## src/rtl/ifft4.sv

```systemverilog
// 4-point inverse DFT built as two radix-2 stages with a start/done handshake.
// Define IFFT4_ROUND_EN for round-half-up scaling; otherwise the /4 truncates toward -inf.
module ifft4 #(
    parameter int WIDTH = 32
) (
    input  logic             clk,
    input  logic             rst,
    input  logic             start,
    input  logic [WIDTH-1:0] in0,
    input  logic [WIDTH-1:0] in1,
    input  logic [WIDTH-1:0] in2,
    input  logic [WIDTH-1:0] in3,
    output logic             done,
    output logic             busy,
    output logic [WIDTH-1:0] out0,
    output logic [WIDTH-1:0] out1,
    output logic [WIDTH-1:0] out2,
    output logic [WIDTH-1:0] out3
);
    localparam int H = WIDTH / 2;

    localparam logic [1:0] ST_IDLE = 2'd0;
    localparam logic [1:0] ST_STG1 = 2'd1;
    localparam logic [1:0] ST_STG2 = 2'd2;
    localparam logic [1:0] ST_OUT  = 2'd3;

`ifdef IFFT4_ROUND_EN
    localparam logic [H+1:0] BIAS = (H+2)'(2);
`else
    localparam logic [H+1:0] BIAS = '0;
`endif

    logic [1:0]       state_q, state_d;
    logic [WIDTH-1:0] in_bus [4];
    logic [WIDTH-1:0] x_q    [4];
    logic [H:0]       xr     [4];
    logic [H:0]       xi     [4];
    // First-stage butterflies: index 0..3 hold a, b, c, d
    logic [H:0]       p_re_d [4];
    logic [H:0]       p_im_d [4];
    logic [H:0]       p_re_q [4];
    logic [H:0]       p_im_q [4];
    logic [H+1:0]     pe_re  [4];
    logic [H+1:0]     pe_im  [4];
    logic [H+1:0]     s_re   [4];
    logic [H+1:0]     s_im   [4];
    logic [H+1:0]     r_re   [4];
    logic [H+1:0]     r_im   [4];
    logic [WIDTH-1:0] y_d    [4];
    logic [WIDTH-1:0] y_q    [4];

    assign in_bus[0] = in0;
    assign in_bus[1] = in1;
    assign in_bus[2] = in2;
    assign in_bus[3] = in3;

    always_comb begin
        state_d = ST_IDLE;
        case (state_q)
            ST_IDLE: state_d = start ? ST_STG1 : ST_IDLE;
            ST_STG1: state_d = ST_STG2;
            ST_STG2: state_d = ST_OUT;
            ST_OUT:  state_d = ST_IDLE;
            default: state_d = ST_IDLE;
        endcase
    end

    always_ff @(posedge clk or negedge rst) begin
        if (!rst) begin
            state_q <= ST_IDLE;
        end else begin
            state_q <= state_d;
        end
    end

    // a = X0+X2, b = X0-X2, c = X1+X3, d = X1-X3
    assign p_re_d[0] = xr[0] + xr[2];
    assign p_im_d[0] = xi[0] + xi[2];
    assign p_re_d[1] = xr[0] - xr[2];
    assign p_im_d[1] = xi[0] - xi[2];
    assign p_re_d[2] = xr[1] + xr[3];
    assign p_im_d[2] = xi[1] + xi[3];
    assign p_re_d[3] = xr[1] - xr[3];
    assign p_im_d[3] = xi[1] - xi[3];

    // Inverse twiddle on the odd pair is +j: j*d = (-d.im, d.re)
    assign s_re[0] = pe_re[0] + pe_re[2];
    assign s_im[0] = pe_im[0] + pe_im[2];
    assign s_re[2] = pe_re[0] - pe_re[2];
    assign s_im[2] = pe_im[0] - pe_im[2];
    assign s_re[1] = pe_re[1] - pe_im[3];
    assign s_im[1] = pe_im[1] + pe_re[3];
    assign s_re[3] = pe_re[1] + pe_im[3];
    assign s_im[3] = pe_im[1] - pe_re[3];

    generate
        for (genvar gi = 0; gi < 4; gi++) begin : g_lane
            assign xr[gi]    = {x_q[gi][WIDTH-1], x_q[gi][WIDTH-1:H]};
            assign xi[gi]    = {x_q[gi][H-1], x_q[gi][H-1:0]};
            assign pe_re[gi] = {p_re_q[gi][H], p_re_q[gi]};
            assign pe_im[gi] = {p_im_q[gi][H], p_im_q[gi]};
            // S spans H+2 bits, so the biased value cannot wrap and S/4 fits in H bits
            assign r_re[gi]  = s_re[gi] + BIAS;
            assign r_im[gi]  = s_im[gi] + BIAS;
            assign y_d[gi]   = {H'(r_re[gi] >> 2), H'(r_im[gi] >> 2)};

            always_ff @(posedge clk or negedge rst) begin
                if (!rst) begin
                    x_q[gi]    <= '0;
                    p_re_q[gi] <= '0;
                    p_im_q[gi] <= '0;
                    y_q[gi]    <= '0;
                end else begin
                    if (state_q == ST_IDLE && start) begin
                        x_q[gi] <= in_bus[gi];
                    end
                    if (state_q == ST_STG1) begin
                        p_re_q[gi] <= p_re_d[gi];
                        p_im_q[gi] <= p_im_d[gi];
                    end
                    if (state_q == ST_STG2) begin
                        y_q[gi] <= y_d[gi];
                    end
                end
            end
        end
    endgenerate

    // Results land on the edge entering OUT, so done and valid data coincide
    assign done = (state_q == ST_OUT);
    assign busy = (state_q != ST_IDLE);
    assign out0 = y_q[0];
    assign out1 = y_q[1];
    assign out2 = y_q[2];
    assign out3 = y_q[3];

endmodule

```

## config.mk

```make
export PLATFORM = sky130hd
export DESIGN_NAME = ifft4
export DESIGN_NICKNAME = d
export VERILOG_FILES = /design/src/rtl/ifft4.sv
export SDC_FILE = /design/constraint.sdc
export NUM_CORES = 1
export LEC_CHECK = 0
export CAP_MARGIN = 20
export CORE_ASPECT_RATIO = 0.6
export CORE_MARGIN = 3
export CORE_UTILIZATION = 60
export CTS_CLUSTER_SIZE = 10
export DETAILED_ROUTE_END_ITERATION = 6
export DONT_BUFFER_PORTS = 1
export PLACE_DENSITY = 0.86
export SYNTH_ARGS = -nofsm -noshare
export SYNTH_HDL_FRONTEND = slang
export SYNTH_SLANG_ARGS = --single-unit
```

## constraint.sdc

```tcl
create_clock -name clk -period 6.85 [get_ports clk]
set_input_delay 1.37 -clock clk [delete_from_list [all_inputs] [get_ports clk]]
set_output_delay 1.37 -clock clk [all_outputs]
set_load 0.02 [all_outputs]
```

# ---- After elaboration in Yosys (flattened, before gate mapping)
# Cells that the tools add are included.
# W data, S select, Z words.
dict set report op_classes {
  n_reduce_logical 3
  muxes 2
  n_eq_ne 3
  add_sub_neg 16
}
# cell count
set ops {}
lappend ops {{$add A17 B17 Y18} 4}
lappend ops {{$sub A17 B17 Y18} 4}
lappend ops {{$add A16 B16 Y17} 4}
lappend ops {{$sub A16 B16 Y17} 4}
lappend ops {{$pmux W2 S4} 1}
lappend ops {{$eq A2 B2 Y1 const B} 2}
lappend ops {{$eq A2 B1 Y1 const B} 1}
lappend ops {{$logic_not A2 Y1} 1}
lappend ops {{$reduce_bool A2 Y1} 1}
lappend ops {{$logic_and A1 B1 Y1} 1}
lappend ops {{$mux W1} 1}
dict set report word_totals {
  elab_cells 41
  regBits 394
  in_bits 131
}

# ---- Logic depth before layout (Yosys ltp)
dict set report logic_depth {
  ltp_word 2
  mapped_depth 10
}

# ---- Worst setup path after synthesis
# OpenSTA, ideal clock, no wires.
dict set report synth_timing {
  path_type {input to register}
  start {input start}
  end {register x_q[109] (netlist bit)}
  slack_ps 4250
  t_arrival_ps 2475
  cell_stages 4
  t_required_ps 6725
  cell_sequence {nand2_1 > clkbuf_1 > buf_1 > mux2_2}
}
dict set report synth_between {
  elab_chain_cells 1
}
# element line_no
set synth_lines {}
lappend synth_lines {{start: declaration} 8} ;# input logic start,
lappend synth_lines {{$logic_and A1 B1 Y1} 114} ;# if (state_q == ST_IDLE && start) begin
lappend synth_lines {{end signal: indexed assignment} 115} ;# x_q[gi] <= in_bus[gi];
lappend synth_lines {{end: declaration} 35} ;# logic [WIDTH-1:0] x_q [4];
# No other way between the ends.
# A chain may end at the register's enable or synchronous reset.

# ---- Final worst setup path
dict set report layout_timing {
  start {register state_q[0]}
  end {register y_q (netlist bit out3[15])}
}
dict set report layout_between {
  elab_chain_cells 1
}
# element line_no
set layout_lines {}
lappend layout_lines {{start: declaration} 33} ;# logic [1:0] state_q, state_d;
lappend layout_lines {{start signal: assignment} 72} ;# state_q <= state_d;
lappend layout_lines {{$eq A2 B2 Y1} 121} ;# if (state_q == ST_STG2) begin
lappend layout_lines {{end signal: indexed assignment} 122} ;# y_q[gi] <= y_d[gi];
lappend layout_lines {{end: declaration} 50} ;# logic [WIDTH-1:0] y_q [4];
# No other way between the ends.

==> metrics.md <==
| Metric | Value |
|---|---|
| Outcome | finished, violations left |
| Violated checks | DRC |
| Number of flops mapped to enable cells by yosys | 0 |
| Yosys warns | 0 |
| Crit. End Element | flop |
| Vias per inst | 6.47 |
| FF-to-FF setup slack | 3.55 ns |
| Least-Margin Pin Slew | 1.45 ns |
| Distinct cells, synth | 89 |
| Area Growth Syn to Fin | 5.32% |
| Core ar. | 42700 µm² |
| # rows | 58 |
| Post-detailed-route DRC marker count | 4 |
| Pin count of the biggest net entering global routing | 391 |
| RR Startpoint | state_q[0]$_DFF_PN0_ |
| Nets | 3144 |
| RSZ-0062 raised after global routing | no |
| Share of post-route cells with drive strength above 1 | 0.108 |
| Routed wire per std cell | 24.4 µm |
| Worst skew pair latency | 0.59 ns |
| CTS resizes | 0 |
| Yosys reg bits | 390 |
| Starting DRT DRC Count | 2677 |
| Count of buffers from port buffering | 0 |
| Crit path time final | 3.30 ns |
| Max-Cap Viols | 0 |
| Worst endpoint required time | 7.35 ns |
| Reg2reg end | out3[15]$_DFFE_PN0P_ |
| Final setup TNS | 0 ns |
| DIE AREA | 46700 µm² |
| Mapped Nets | 3235 |
| Ports | 261 |
| CP startpoint kind | flop |
| Syn avg cell area | 9.33 µm² |
| Post-CTS setup buffers | 0 |
| Number of CTS-inserted buffers | 45 |
| Die Wd | 277 µm |
| Initial antenna violation count | 5 |
| Synth top area cells | dfrtp_1 37%, ha_1 12%, mux2_2 8.4% |
| Max-slew headroom | 0.0317 |
| Slew Viols, Final | 0 |
| Via count | 21500 |
| Starting Density | 0.620 |
| Filler instances | 3402 |
| Top_reg_cell synth | dfrtp_1 |
| Sum of net half-perimeters after detailed placement | 63000 µm |
| GRT Total Usage | 0.338 |
| CP Data Arrival Time | 3.80 ns |
| Reg2Reg Depth | 7 |
| Synth Instances | 2835 |
| Clock Skew | 0.0436 ns |
| Die Y | 169 µm |
| Final Hold Viols | 0 |
| CP endpoint | out3[15]$_DFFE_PN0P_ |
| Final period util | 0.482 |
| Crit path launch | state_q[0]$_DFF_PN0_ |
| Hold-fix buffers, CTS | 0 |
| Root buffer cell | clkbuf_16 |
| Seq/Total Area, Yosys | 0.369 |
| Vias in the first global route | 20200 |
| WL final | 81100 µm |
| Mapped Area | 26400 µm² |
| Most frequent cells in the layout | 390 x dfrtp_1, 272 x a21oi_1, 265 x nor2_1 |
| RePlAce Congestion | 1.01 |
| Fmax | 303 MHz |
| H-tree levels | 2 |
| Yosys top cell area share | 0.369 |
| CTS tree | done |
| Commonest non-fill, non-tap cell in the layout | dfrtp_1 |
| Critical path type | reg2reg |
| Gr ovfl total | 0 |
| FFs w/ async S/R, synth | 1.00 |
| CTS clk-pin slew, worst paths | 0.07 ns |
| Final Setup Violations | 0 |
| 1st-pass router iterations | 7 |
| CTS Buffer Depth | 3 |
| First-pass GRT wire length | 123000 µm |
| Critical path peak fanout | 97 |
| Clock sinks | 390 |
| Antenna-violating nets left | 0 |
| Largest area contributor in the synthesized netlist | dfrtp_1 |
| Hold Crit Class | in2async |
[metal layers]
metal / global-route usage / vias to the layer above / share of wire
met4: 0.0673 / 2 / 0.019
met5: 0.0103 / - / 0.00011
met2: 0.415 / 1171 / 0.36
li1: - / 9678 / -
met3: 0.176 / 108 / 0.16
met1: 0.515 / 10500 / 0.45
[worst min path at each step]
| stage | start | to | slack [ns] | cells after the start |
|---|---|---|---|---|
| 2_1_floorplan | p_im_q[7]$_DFFE_PN0N_ | p_im_q[7]$_DFFE_PN0N_ | 0.48 | 1 |
| 3_3_place_gp | x_q[80]$_DFFE_PN0P_ | x_q[80]$_DFFE_PN0P_ | 0.52 | 1 |
| 3_5_place_dp | p_re_q[35]$_DFFE_PN0N_ | p_re_q[35]$_DFFE_PN0N_ | 0.52 | 2 |
| 4_1_cts | rst | out1[19]$_DFFE_PN0P_ | 0.49 | 0 |
| 5_1_grt | rst | out0[21]$_DFFE_PN0P_ | 0.48 | 0 |
| 6_report | rst | out1[25]$_DFFE_PN0P_ | 0.49 | 0 |
[critical path, cell delays in order, from the launching register on]
cell,delay [ns]
dfrtp_1,0.43
inv_1,0.17
ha_4,0.15
buf_4,0.72
buf_4,0.83
nand2_1,0.15
a2111oi_0,0.47
a221o_1,0.21
[cells in the mapped netlist, drive strengths merged, types with 31 or more instances]
cell / instances
inv: 251
nand2: 124
nor3: 43
mux2: 197
a21oi: 273
dfrtp: 390
a21o: 37
nor2b: 36
xnor2: 151
o21ai: 123
ha: 261
nand2b: 34
clkbuf: 118
nor2: 265
o31ai: 31
nand3: 52
o21bai: 34
a31oi: 33
[flip-flops by register name, indices dropped and copies added (netlist names)]
| name | count |
|---|---|
| out0 | 32 |
| out1 | 32 |
| out2 | 32 |
| out3 | 32 |
| p_im_q | 66 |
| p_re_q | 66 |
| state_q | 2 |
| x_q | 128 |
[cell type report]
type	instances	area (µm²)	share of cell area
clock buffer	49	1140	0.0410
sequential	390	9760	0.350
tap	570	713	0.0256
timing repair buffer	8	60.1	0.00216
inverter	252	946	0.0340
clock inverter	4	27.5	0.000989
multi-input combinational	2047	15200	0.546
antenna	2	5.00	0.000180
[kinds of logic (layout without fill, tap and decap cells)]
family          Yosys count  count (layout)  synth area share
flops                   390             390             0.369
xor+xnor                170             170            0.0563
mux                     211             211            0.0892
simple gates            686             686             0.124
fa+ha+maj               269             269             0.130
other cells               0               2                 0
buf+inv                 398             313            0.0574
compound gates          711             711             0.174
[through the flow]
step	hold slack, ns	setup WS [ns]	std cells	util	instance area [µm²]
2_1_floorplan	0.476	4.25	2835	-	26400
3_3_place_gp	0.518	3.67	3267	0.625	26700
4_1_cts	0.487	3.63	3320	0.652	27800
5_1_grt	0.482	3.34	3321	0.653	27800
6_report	0.486	3.55	3322	0.653	27800
3_5_place_dp	0.520	3.59	3267	0.625	26700
Power is not shown: default switching activity piles up to over one toggle a cycle in this logic, so the estimate is an artifact.
